--- config.mk ---
export PLATFORM = sky130hd
export DESIGN_NAME = snd_dma_ctrl
export DESIGN_NICKNAME = d
export VERILOG_FILES = /design/src/rtl/snd_dma_pkg.sv /design/src/rtl/snd_addr_cnt.sv /design/src/rtl/snd_dma_ctrl.sv
export SDC_FILE = /design/constraint.sdc
export NUM_CORES = 1
export LEC_CHECK = 0
export ABC_AREA = 1
export CORE_MARGIN = 4
export CORE_UTILIZATION = 30
export DETAILED_ROUTE_END_ITERATION = 8
export PLACE_DENSITY = 0.43
export RECOVER_POWER = 100
export SLEW_MARGIN = 15
export SYNTH_ARGS = -nofsm -noshare
export SYNTH_HDL_FRONTEND = slang
export SYNTH_SLANG_ARGS = --single-unit
--- constraint.sdc ---
create_clock -name clk -period 2.6 [get_ports clk]
set_input_delay 0.26 -clock clk [delete_from_list [all_inputs] [get_ports clk]]
set_output_delay 0.26 -clock clk [all_outputs]
set_load 0.005 [all_outputs]
--- src/rtl/snd_dma_pkg.sv ---
// Sound DMA controller shared types and constants.
// State encoding, register map and address byte packing.
package snd_dma_pkg;

  localparam int ADDR_W     = 21;
  localparam int FIFO_DEPTH = 4;

  localparam logic [3:0] SEL_CTRL = 4'd0;
  localparam logic [3:0] SEL_SH   = 4'd1;
  localparam logic [3:0] SEL_SM   = 4'd2;
  localparam logic [3:0] SEL_SL   = 4'd3;
  localparam logic [3:0] SEL_EH   = 4'd4;
  localparam logic [3:0] SEL_EM   = 4'd5;
  localparam logic [3:0] SEL_EL   = 4'd6;
  localparam logic [3:0] SEL_CH   = 4'd8;
  localparam logic [3:0] SEL_CM   = 4'd9;
  localparam logic [3:0] SEL_CL   = 4'd10;

  typedef enum logic [2:0] {
    S_IDLE,
    S_LOAD,
    S_RUN,
    S_WAIT_ACK,
    S_ENDF
  } state_t;

  // Word address laid out as byte address bytes: 2=hi, 1=mid, 0=lo.
  function automatic logic [7:0] addr_byte(
    input logic [ADDR_W-1:0] a,
    input logic [1:0]        b
  );
    logic [7:0] r;
    r = 8'h00;
    case (b)
      2'd2:    r = {2'b00, a[20:15]};
      2'd1:    r = a[14:7];
      default: r = {a[6:0], 1'b0};
    endcase
    return r;
  endfunction

endpackage

--- src/rtl/snd_addr_cnt.sv ---
// Frame address counter: current and end word addresses.
// Loads both at frame start, increments per fetched word.
module snd_addr_cnt
  import snd_dma_pkg::*;
(
  input  logic              clk,
  input  logic              porb,
  input  logic              load,
  input  logic              inc,
  input  logic [ADDR_W-1:0] start_w,
  input  logic [ADDR_W-1:0] end_w,
  output logic [ADDR_W-1:0] cur,
  output logic              at_end,
  output logic              next_end
);

  logic [ADDR_W-1:0] cur_q;
  logic [ADDR_W-1:0] end_q;
  logic [ADDR_W-1:0] cur_inc;

  assign cur_inc  = cur_q + ADDR_W'(1);
  assign cur      = cur_q;
  assign at_end   = (cur_q == end_q);
  assign next_end = (cur_inc == end_q);

  // Working registers: frame load has priority over increment.
  always_ff @(posedge clk or negedge porb) begin
    if (!porb) begin
      cur_q <= '0;
      end_q <= '0;
    end else if (load) begin
      cur_q <= start_w;
      end_q <= end_w;
    end else if (inc) begin
      cur_q <= cur_inc;
    end
  end

endmodule

--- src/rtl/snd_dma_ctrl.sv ---
// Sound DMA controller: fetches frame words into a 4-word FIFO.
// Register file, frame FSM and FIFO occupancy tracking.
module snd_dma_ctrl
  import snd_dma_pkg::*;
(
  input  logic              clk,
  input  logic              porb,
  input  logic              reg_we,
  input  logic [3:0]        reg_sel,
  input  logic [7:0]        reg_din,
  output logic [7:0]        reg_dout,
  input  logic              slot,
  input  logic              ack,
  input  logic              sample_tick,
  output logic              dma_req,
  output logic [ADDR_W-1:0] dma_addr,
  output logic              fifo_push,
  output logic [2:0]        fifo_level,
  output logic              sint,
  output logic              sndon
);

  state_t            state;
  state_t            state_nx;
  logic              enable;
  logic              rpt;
  logic              underrun;
  logic [ADDR_W-1:0] start_sh;
  logic [ADDR_W-1:0] end_sh;
  logic [ADDR_W-1:0] cur;
  logic [2:0]        level;
  logic              load;
  logic              push;
  logic              at_end;
  logic              next_end;
  logic              clr_en;
  logic              ctrl_wr;
  logic              en_wr;

  assign ctrl_wr    = reg_we && (reg_sel == SEL_CTRL);
  assign en_wr      = ctrl_wr ? reg_din[0] : enable;
  assign push       = (state == S_WAIT_ACK) && ack;
  assign fifo_push  = push;
  assign fifo_level = level;
  assign sndon      = enable;
  assign dma_addr   = dma_req ? cur : '0;

  snd_addr_cnt u_cnt (
    .clk      (clk),
    .porb     (porb),
    .load     (load),
    .inc      (push),
    .start_w  (start_sh),
    .end_w    (end_sh),
    .cur      (cur),
    .at_end   (at_end),
    .next_end (next_end)
  );

  // State register.
  always_ff @(posedge clk or negedge porb) begin
    if (!porb) state <= S_IDLE;
    else       state <= state_nx;
  end

  // Next state and per-state strobes.
  always_comb begin
    state_nx = state;
    load     = 1'b0;
    dma_req  = 1'b0;
    sint     = 1'b0;
    clr_en   = 1'b0;
    unique case (state)
      S_IDLE: begin
        if (en_wr) state_nx = S_LOAD;
      end
      S_LOAD: begin
        load     = 1'b1;
        state_nx = S_RUN;
      end
      S_RUN: begin
        if (!enable) begin
          state_nx = S_IDLE;
        end else if (at_end) begin
          state_nx = S_ENDF;
        end else if (slot && level < 3'(FIFO_DEPTH)) begin
          dma_req  = 1'b1;
          state_nx = S_WAIT_ACK;
        end
      end
      S_WAIT_ACK: begin
        dma_req = 1'b1;
        if (ack) begin
          if (!enable)      state_nx = S_IDLE;
          else if (next_end) state_nx = S_ENDF;
          else              state_nx = S_RUN;
        end
      end
      S_ENDF: begin
        sint = 1'b1;
        if (rpt && enable) begin
          state_nx = S_LOAD;
        end else begin
          clr_en   = 1'b1;
          state_nx = S_IDLE;
        end
      end
      default: state_nx = S_IDLE;
    endcase
  end

  // Control bits; a bus write wins over the end-of-frame clear.
  always_ff @(posedge clk or negedge porb) begin
    if (!porb) begin
      enable <= 1'b0;
      rpt    <= 1'b0;
    end else if (ctrl_wr) begin
      enable <= reg_din[0];
      rpt    <= reg_din[1];
    end else if (clr_en) begin
      enable <= 1'b0;
    end
  end

  // Shadow start/end registers, picked up at the next frame load.
  always_ff @(posedge clk or negedge porb) begin
    if (!porb) begin
      start_sh <= '0;
      end_sh   <= '0;
    end else if (reg_we) begin
      case (reg_sel)
        SEL_SH:  start_sh[20:15] <= reg_din[5:0];
        SEL_SM:  start_sh[14:7]  <= reg_din;
        SEL_SL:  start_sh[6:0]   <= reg_din[7:1];
        SEL_EH:  end_sh[20:15]   <= reg_din[5:0];
        SEL_EM:  end_sh[14:7]    <= reg_din;
        SEL_EL:  end_sh[6:0]     <= reg_din[7:1];
        default: ;
      endcase
    end
  end

  // FIFO occupancy; a tick on an empty FIFO is dropped.
  always_ff @(posedge clk or negedge porb) begin
    if (!porb) begin
      level <= '0;
    end else if (push && !sample_tick) begin
      level <= level + 3'd1;
    end else if (!push && sample_tick && level != 3'd0) begin
      level <= level - 3'd1;
    end
  end

  // Sticky underrun; a new underrun beats a clearing ctrl write.
  always_ff @(posedge clk or negedge porb) begin
    if (!porb) begin
      underrun <= 1'b0;
    end else if (sample_tick && !push && level == 3'd0) begin
      underrun <= 1'b1;
    end else if (ctrl_wr) begin
      underrun <= 1'b0;
    end
  end

  // Register read mux.
  always_comb begin
    reg_dout = 8'h00;
    case (reg_sel)
      SEL_CTRL: reg_dout = {underrun, (state != S_IDLE),
                            4'b0000, rpt, enable};
      SEL_SH:   reg_dout = addr_byte(start_sh, 2'd2);
      SEL_SM:   reg_dout = addr_byte(start_sh, 2'd1);
      SEL_SL:   reg_dout = addr_byte(start_sh, 2'd0);
      SEL_EH:   reg_dout = addr_byte(end_sh, 2'd2);
      SEL_EM:   reg_dout = addr_byte(end_sh, 2'd1);
      SEL_EL:   reg_dout = addr_byte(end_sh, 2'd0);
      SEL_CH:   reg_dout = addr_byte(cur, 2'd2);
      SEL_CM:   reg_dout = addr_byte(cur, 2'd1);
      SEL_CL:   reg_dout = addr_byte(cur, 2'd0);
      default:  reg_dout = 8'h00;
    endcase
  end

endmodule

==> flow_summary.toml <==
[synth]
avgSynthCellArea_sq_um = 7.30
synth_area_leaders = "dfrtp_1, nand2_1, inv_1, o21ai_0, nor2_1"
ys_async_sr_fraction_pct = 100
synth_top_area_share_pct = 42.6
ys_seq_area_share_pct = 42.6
ys_warn_count = 0
synth_commonest_cells = "nand2_1, inv_1, dfrtp_1, o21ai_0, nor2_1"
synth_ff_type = "dfrtp_1"
netlist_instances = 749
synth_area_sq_um = 5460
synth_most_common_cell = "nand2_1"
ys_types = 39
synth_top_cell_by_area = "dfrtp_1"
synth-seq-cells = 93
synth_edf_count = 0
synth.net_count = 769

[grt]
grt_use_met2_pct = 32.5
gr-usage-all-layers_pct = 20.9
grt_antenna_before_repair = 0
grt_use_met1_pct = 30.3
grt_pass1_wl_um = 32000
gr-usage-met3_pct = 2.31
grt_pass1_vias = 5260
busiest_layer = "met2"
grt_max_degree = 54
overflow = 0

[floorplan]
fp.dieH_um = 143
dieArea_sq_um = 20400
ios = 54
die_width_um = 143
initial_utilization_pct = 30.4
rows = 49
core_sq_um = 18000

[drt]
post_drt_wl_per_cell_um = 19.4
viasPerCell = 5.01
final_antenna_net_count = 0
dr.pass1.iters = 5
totalWireLength_um = 21100
via_count = 5441
drc = 0
drt_iter0_drc = 450

[clock_network]
numCtsBuffers = 9
root_buffer = "clkbuf_16"
clk_latency_ps = 360
cts_sinks = 93
cts_tree = "done"
htree_num_levels = 3
path_clk_slew_ps = 70
cts.path.max_buffers = 2

[final_layout]
final_core_util_pct = 39.4
antenna_cells = 0
n_fill_cell = 1915
final_cells = 1086
syn_to_final_growth_pct = 29.7
regArea_sq_um = 2330
multi_input_area_sq_um = 2800
layout.nets = 872
drive_gt1_share_pct = 18.2

[power]
internal_power_mw = 4.01
seq_power_share_pct = 33.6
p_switching_mw = 3.12
irDropWorstVdd_v = 0.000356
power_density_nw_per_um2 = 1010
swShare_pct = 43.8
p_comb_share_pct = 47.7
clkPwrFrac_pct = 18.7
p_leak_nw = 3.31

[critical_path]
start_kind = "input pin"
path_max_fanout = 8
worstPathRequired_ps = 2340
critical_path_arrival_ps = 2320
crit_type = "input pin to output port"
endpoint_kind = "output port"

[timing]
fin_crit_ps = 2580
slew_viol_final = 0
fmax_ghz = 0.388
fin_setup_tns_ps = 0
worst_pin_slew_ps = 1220
fin_crit_sh_pct = 99.2
grt_setup_unrepaired = "true"
hold_viol_final = 0
max-slew-margin-rel_pct = 18.4
setup_viol = 0
worst_slack_ps = 21.9
skew_ps = 6.13

[run]
drv_cap = 0

[place]
dp_cells = 1046
port_buffers = 53
dp_hpwl_um = 16200
place_congestion = 0.917
place_worst_setup_slack_ps = -58.8

[min_path]
hold_class = "flop to flop"

[status]
status = "finished, final reports clean"
==> stage by stage <==
step                      total power, mW  instance area [sq um]  hold WS [ps]
after floorplan                      4.00                   5460         -35.6
after global placement               5.27                   6470           294
after detailed placement             5.30                   6470           295
after CTS                            6.90                   6930           466
after global routing                 7.62                   7080           521
final                                7.14                   7080           491
==> per-layer routing <==
layer  share of wire (%)  vias up
met4                 2.3        0
li1                    -     2634
met2                  47      138
met3                 4.0       26
met1                  47     2643
met5                   0        -
==> power by group through the flow <==
stage | combinational [mW] | sequential, mW | clock, mW
6_report | 3.41 | 2.40 | 1.33
5_1_grt | 3.75 | 2.45 | 1.42
4_1_cts | 3.16 | 2.38 | 1.35
3_5_place_dp | 2.91 | 2.39 | 0
3_3_place_gp | 2.90 | 2.37 | 0
2_1_floorplan | 1.76 | 2.24 | 0
==> cells by family after synthesis <==
group / after synthesis / synth area share, %
compound gates: 135 / 15.0
simple gates: 362 / 27.8
xor+xnor: 26 / 4.17
mux: 2 / 0.389
buf+inv: 129 / 9.46
fa+ha+maj: 2 / 0.595
flops: 93 / 42.6
==> final timing paths <==
check / from / endpoint / slack (ps) / cells after the start
max: reg_sel[0] / reg_dout[1] / 20 / 8
min: start_sh[20]$_DFFE_PN0P_ / start_sh[20]$_DFFE_PN0P_ / 490 / 2
max reg2reg: u_cnt.cur[0]$_DFFE_PN0P_ / state[1]$_DFFE_PN0P_ / 250 / 15
min reg2reg: start_sh[20]$_DFFE_PN0P_ / start_sh[20]$_DFFE_PN0P_ / 490 / 2
max in group asynchronous: porb / u_cnt.cur[3]$_DFFE_PN0P_ / 450 / 3
min in group asynchronous: porb / state[0]$_DFFE_PN0P_ / 620 / 2
==> state kept, by name, summed over array words and instances, names as in the netlist <==
register and count:
u_cnt.cur 21, sndon 1, u_cnt.end_q 21, end_sh 21, fifo_level 3, rpt 1, state 3, underrun 1
start_sh 21
==> timing repair <==
action | 4_1_cts | 5_1_grt
resized for setup | 49 | 64
endpoints found under the hold margin | 40 | 0
buffers inserted | 10 | 10
endpoints found under the setup margin | 27 | 27
pin swaps | 7 | 15
cloned | 0 | 3
hold buffers | 1 | 0
==> placed cells by master (no fill, tap or decap), types with 14 or more instances in the layout <==
cell and count:
nor2_1 58, buf_4 52, nand2_2 14, clkbuf_2 14, dfrtp_1 87, nor2_2 14
o221ai_1 21, nand2_1 218, inv_1 98, o21ai_0 73, xor2_1 15, nand3_1 24
clkdlybuf4s50_1 28
==> critical path, cell delays in order <==
cell and delay (ps):
clkdlybuf4s50_1 520, inv_1 80, nor2_1 170, nand2_2 190, o22ai_1 250, a21oi_1 70, o2111ai_1 190, clkdlybuf4s50_1 580
==> cell type report <==
cell class                 instances  area share, %
timing repair buffer             113           13.7
clock buffer                      10           3.23
sequential                        93           33.0
inverter                         108           5.79
clock inverter                     6          0.759
tap                              229           4.04
multi-input combinational        527           39.5
Note: power is estimated with default switching activity, not from simulation.
